`src/rtl/pixel_frame_reader.sv`:
```
// Streams a WIDTH x HEIGHT frame from a 1-cycle-latency memory as valid/ready pixels with sof/sol/eol/eof; start->first pixel 3 cycles, 1 pix/clk.
// Backpressure absorbed by a 2-entry buffer gating the read strobe; PIXEL_READER_VFLIP_EN reads rows bottom-to-top.
module pixel_frame_reader #(
    parameter int unsigned WIDTH  = 256,
    parameter int unsigned HEIGHT = 256,
    parameter int unsigned ADDR_W = 16,
    parameter int unsigned DATA_W = 8
) (
    input  logic              clk,
    input  logic              rst,
    input  logic              start,
    output logic              busy,
    output logic              done,
    output logic              mem_rd,
    output logic [ADDR_W-1:0] mem_addr,
    input  logic [DATA_W-1:0] mem_data,
    output logic [DATA_W-1:0] pix_data,
    output logic              pix_valid,
    input  logic              pix_ready,
    output logic              pix_sof,
    output logic              pix_sol,
    output logic              pix_eol,
    output logic              pix_eof
);
    localparam int unsigned COL_W = $clog2(WIDTH);
    localparam int unsigned ROW_W = (HEIGHT > 1) ? $clog2(HEIGHT) : 1;
`ifdef PIXEL_READER_VFLIP_EN
    localparam logic [ADDR_W-1:0] FIRST_ADDR = ADDR_W'((HEIGHT - 1) * WIDTH);
    localparam logic [ADDR_W-1:0] ROW_BACK   = ADDR_W'(2 * WIDTH - 1);
`else
    localparam logic [ADDR_W-1:0] FIRST_ADDR = '0;
`endif

    typedef enum logic [1:0] {IDLE, RUN, DRAIN} state_t;

    typedef struct packed {
        logic [DATA_W-1:0] dat;
        logic              sof;
        logic              sol;
        logic              eol;
        logic              eof;
    } ent_t;

    state_t            state_q;
    logic [ADDR_W-1:0] addr_q;
    logic [ADDR_W-1:0] addr_d;
    logic [ROW_W-1:0]  row_q;
    logic [COL_W-1:0]  col_q;
    logic              inflight_q;
    logic [3:0]        mark_q;
    ent_t              ent0_q;
    ent_t              ent1_q;
    logic [1:0]        occ_q;
    logic [1:0]        occ_d;
    logic              done_q;

    logic              pop;
    logic              push;
    logic              rd_en;
    logic              last_col;
    logic              last_row;
    logic [2:0]        level;
    ent_t              new_ent;

    always_comb begin
        pop      = pix_valid & pix_ready;
        push     = inflight_q;
        level    = {1'b0, occ_q} + {2'b00, inflight_q} - {2'b00, pop};
        rd_en    = (state_q == RUN) && (level < 3'd2);
        last_col = (col_q == COL_W'(WIDTH - 1));
        last_row = (row_q == ROW_W'(HEIGHT - 1));
        occ_d    = occ_q + {1'b0, push} - {1'b0, pop};
        new_ent  = '{dat: mem_data, sof: mark_q[3], sol: mark_q[2], eol: mark_q[1], eof: mark_q[0]};
`ifdef PIXEL_READER_VFLIP_EN
        addr_d   = last_col ? (addr_q - ROW_BACK) : (addr_q + ADDR_W'(1));
`else
        addr_d   = addr_q + ADDR_W'(1);
`endif
    end

    always_ff @(posedge clk or posedge rst) begin
        if (rst) begin
            state_q    <= IDLE;
            addr_q     <= '0;
            row_q      <= '0;
            col_q      <= '0;
            inflight_q <= 1'b0;
            mark_q     <= '0;
            ent0_q     <= '0;
            ent1_q     <= '0;
            occ_q      <= '0;
            done_q     <= 1'b0;
        end else begin
            inflight_q <= rd_en;
            occ_q      <= occ_d;
            done_q     <= 1'b0;
            // ent0_q is always the head; entries shift forward on pop
            case ({push, pop})
                2'b10: if (occ_q == 2'd0) ent0_q <= new_ent; else ent1_q <= new_ent;
                2'b01: ent0_q <= ent1_q;
                2'b11: begin
                    if (occ_q == 2'd1) begin
                        ent0_q <= new_ent;
                    end else begin
                        ent0_q <= ent1_q;
                        ent1_q <= new_ent;
                    end
                end
                default: ;
            endcase
            case (state_q)
                IDLE: begin
                    if (start) begin
                        state_q <= RUN;
                        addr_q  <= FIRST_ADDR;
                        row_q   <= '0;
                        col_q   <= '0;
                    end
                end
                RUN: begin
                    if (rd_en) begin
                        // row/col count output order, so markers hold regardless of flip
                        mark_q <= {(row_q == '0) && (col_q == '0), col_q == '0, last_col, last_row && last_col};
                        addr_q <= addr_d;
                        if (last_col) begin
                            col_q <= '0;
                            row_q <= row_q + ROW_W'(1);
                            if (last_row) state_q <= DRAIN;
                        end else begin
                            col_q <= col_q + COL_W'(1);
                        end
                    end
                end
                DRAIN: begin
                    if (!inflight_q && occ_d == 2'd0) begin
                        state_q <= IDLE;
                        done_q  <= 1'b1;
                    end
                end
                default: state_q <= IDLE;
            endcase
        end
    end

    assign busy      = (state_q != IDLE);
    assign done      = done_q;
    assign mem_rd    = rd_en;
    assign mem_addr  = addr_q;
    assign pix_valid = (occ_q != 2'd0);
    assign pix_data  = pix_valid ? ent0_q.dat : '0;
    assign pix_sof   = pix_valid & ent0_q.sof;
    assign pix_sol   = pix_valid & ent0_q.sol;
    assign pix_eol   = pix_valid & ent0_q.eol;
    assign pix_eof   = pix_valid & ent0_q.eof;

    a_no_overflow: assert property (@(posedge clk) disable iff (rst) !(push && !pop && occ_q == 2'd2));
endmodule

```
`config.mk`:
```
export PLATFORM = sky130hd
export DESIGN_NAME = pixel_frame_reader
export DESIGN_NICKNAME = d
export VERILOG_FILES = /design/src/rtl/pixel_frame_reader.sv
export SDC_FILE = /design/constraint.sdc
export NUM_CORES = 1
export LEC_CHECK = 0
export ABC_AREA = 1
export CORE_UTILIZATION = 35
export DETAILED_ROUTE_END_ITERATION = 7
export PLACE_DENSITY = 0.65
export SLEW_MARGIN = 20
export SYNTH_ARGS = -nofsm -noshare
export SYNTH_HDL_FRONTEND = slang
export SYNTH_SLANG_ARGS = --single-unit
export TNS_END_PERCENT = 5
```
`constraint.sdc`:
```
create_clock -name clk -period 3.35 [get_ports clk]
set_clock_uncertainty 0.15 [all_clocks]
set_input_delay 0.67 -clock clk [delete_from_list [all_inputs] [get_ports clk]]
set_output_delay 0.67 -clock clk [all_outputs]
set_load 0.005 [all_outputs]
```
==> results.txt <==
Slew @ Worst Pin - 0.753 ns
syn_area_per_cell - 7.71 um2
CP startpoint - pix_ready
first-pass GRT wire length - 13.2 mm
Crit Path Class - in -> out
port bufs - 43
sw frac - 39.0%
setup tns final - 0 ns
WHS Path Cells - 2
Power Dens Cells - 787 mW/mm2
ANT nets after route - 0
num ports - 44
r2r startpoint - occ_q[0]
Residual DRC - 0
WP data required - 2.53 ns
routing usage on met1 - 19.1%
Die W - 103 um
busiest grt layer - met2
top cells by area, synth - dfrtp_1 46%, nand2_1 12%, inv_1 7.6%, nor2_1 4.6%, nand3_1 4.2%
sw power - 0.00136 W
sequential element share of the synthesized area - 46.2%
mapped cell area - 0.00358 mm2
yosys warns - 0
syn_nets - 483
overall routing resource usage - 15.9%
CP endpoint kind - primary output
post-synthesis to final-layout area growth - 23.4%
Register-to-Register Path Depth - 16
non-filler cells, final - 656
Sequential Area - 0.00165 mm2
multi-input combinational cell area - 0.00157 mm2
Seq cells post-synth - 66
clk slew on worst S/H paths - 0.07 ns
peak supply drop - 316 uV
Routed wire per std cell - 11.4 um
clock root cell - clkbuf_8
Die H - 103 um
post-synthesis cell type count - 32
Worst Hold Class - reg -> reg
initial DRC count - 96
Routed WL - 7.51 mm
grt met2 use - 27.7%
H-tree lvl count - 3
initial antenna violation count - 0
clock sinks - 66
total grt overflow - 0
total CTS buffers - 9
cells after synthesis - 464
Final Setup Violations - 0
Core ar. - 0.00982 mm2
reg-to-reg endpoint - row_q[6]
Sequential Power Share - 33.8%
share of cells above drive strength 1 - 12.0%
Longest Clk Path Bufs - 2
Max-Cap Viols - 0
largest net degree at the start of global routing - 67
Clk Latency, worst-skew pair - 0.34 ns
Crit path arrival time - 2.42 ns
Worst Setup Start Kind - input port
FMAX - 309 MHz
post-DP HPWL - 5.12 mm
n_diodes - 0
RSZ-0062 raised after global routing - false
DRT Pass-1 Iters - 4
Site Rows - 36
Yosys top cell by area - dfrtp_1
status - finished clean
met3 Usage GRT - 4.75%
final period utilization - 96.6%
Max FO, Critical Path - 3
Fillers - 1014
Pint - 0.00212 W
Placed Cells - 639
Final Critical Period - 3.24 ns
die area - 0.0106 mm2
initial core utilization - 36.4%
vias per cell - 4.71
CTS tree - yes
clock group share of total power - 18.4%
Worst R2R Setup Slack - 0.52 ns
headroom to the max-slew limit - 49.7%
RePlAce Congestion - 0.763
Fin. Hold Viols - 0
vias in the first global route - 2952
Setup crit end - mem_rd
Final Max Slew Viols - 0
nets@finish - 538
P_leak - 2.19 nW
logic gate share of total power - 47.9%
Hold-fix buffers, CTS - 0
post-synth top area share - 46.2%
via count of the routed design - 3087
==> sequential cells by signal, indices dropped and copies added, names as in the netlist, 2 cells and up <==
signal	flops
col_q	8
ent0_q	12
ent1_q	12
mark_q	4
mem_addr	16
occ_q	2
row_q	8
state_q	2
==> area by class of cell <==
class	count	area share [%]
flip-flops and latches	66	37.4
clock inverters	5	1.28
well taps	133	3.77
repair buffers	59	12.6
multi-input cells	307	35.6
inverters	76	6.46
clock buffers	10	2.89
==> cells in the mapped netlist <==
cell      count
nand3_2       1
ha_1          6
o21ai_1      18
nor2_1       44
a21oi_1       6
inv_1        72
o22ai_1       1
xor2_1        5
nor2_2        3
buf_6         3
or2_2         2
dfrtp_1      66
nor4_1        2
nor3_1        1
buf_2         7
inv_2         4
nand4_1      13
clkbuf_1      3
xnor2_1       1
nand2_2       9
a21oi_4       1
fa_1          1
nor2_4        2
o211ai_1     12
buf_4         2
o21bai_1      1
nand2_4       1
o21ai_2       4
nand2_1     114
a22o_1        1
o21ai_0      28
nand3_1      30
==> what timing repair did <==
item	CTS	global route
setup endpoints to repair	1	0
resized for setup	12	0
setup buffers	2	0
==> cell usage in the layout, fill, tap and decap left out, drive strengths merged, types with 2 or more instances in the layout <==
cell	n
a21oi	7
buf	17
clkbuf	10
clkdlybuf4s50	41
clkinv	3
dfrtp	66
ha	6
inv	76
nand2	124
nand3	31
nand4	13
nor2	49
nor4	2
o211ai	12
o21ai	50
or2	2
xor2	5
==> metrics by stage <==
stage / hold slack (ns) / utilization (%) / instance area, um2 / total power [W] / setup slack, ns
2_1_floorplan: 0.298 / - / 3580 / 0.00218 / 0.267
3_3_place_gp: 0.317 / 42.7 / 4200 / 0.00275 / -0.718
6_report: 0.337 / 45.0 / 4410 / 0.00348 / 0.115
4_1_cts: 0.340 / 45.0 / 4410 / 0.00351 / 0.133
3_5_place_dp: 0.323 / 42.7 / 4200 / 0.00278 / -0.729
5_1_grt: 0.374 / 45.0 / 4410 / 0.00379 / 0.0272
==> layer usage <==
metal  part of all wire [%]  vias up
li1                       -     1576
met1                     47     1414
met2                     47       80
met3                    5.0       17
met4                    1.6        0
met5                      0        -
==> kinds of logic (layout without fill, tap and decap cells) <==
group,after synthesis,after routing,share of synthesized area (%)
and+or+nand+nor,222,222,27.2
buffers and inverters,91,150,10.6
AOI/OAI and AO/OA,72,72,11.9
DFF,66,66,46.2
adders and majority gates,7,7,2.66
xor gates and xnor gates,6,6,1.47
==> how the worst min path moves through the flow <==
stage	to	startpoint	slack [ns]
after global routing	ent1_q[11]	ent1_q[11]	0.37
after global placement	mark_q[3]	mark_q[3]	0.32
final	mark_q[3]	mark_q[3]	0.34
after floorplan	mark_q[3]	mark_q[3]	0.30
after detailed placement	mark_q[3]	mark_q[3]	0.32
after CTS	mark_q[3]	mark_q[3]	0.34
==> worst max-delay path, stage by stage <==
cell	delay, ns
dlygate4sd2_1	0.20
inv_1	0.05
nor2_2	0.10
inv_2	0.05
or2_4	0.23
nand2_2	0.08
ha_4	0.13
fa_1	0.44
inv_2	0.08
nand3_2	0.09
nor2_4	0.16
buf_2	0.13
==> power by group through the flow <==
stage               clock network (W)  registers (W)  logic (W)
global route                 0.000696        0.00120    0.00189
floorplan                           0        0.00116    0.00102
global placement                    0        0.00118    0.00157
CTS                          0.000662        0.00118    0.00167
detailed placement                  0        0.00119    0.00160
finish                       0.000638        0.00117    0.00166
Power figures use the tool's default switching activity.
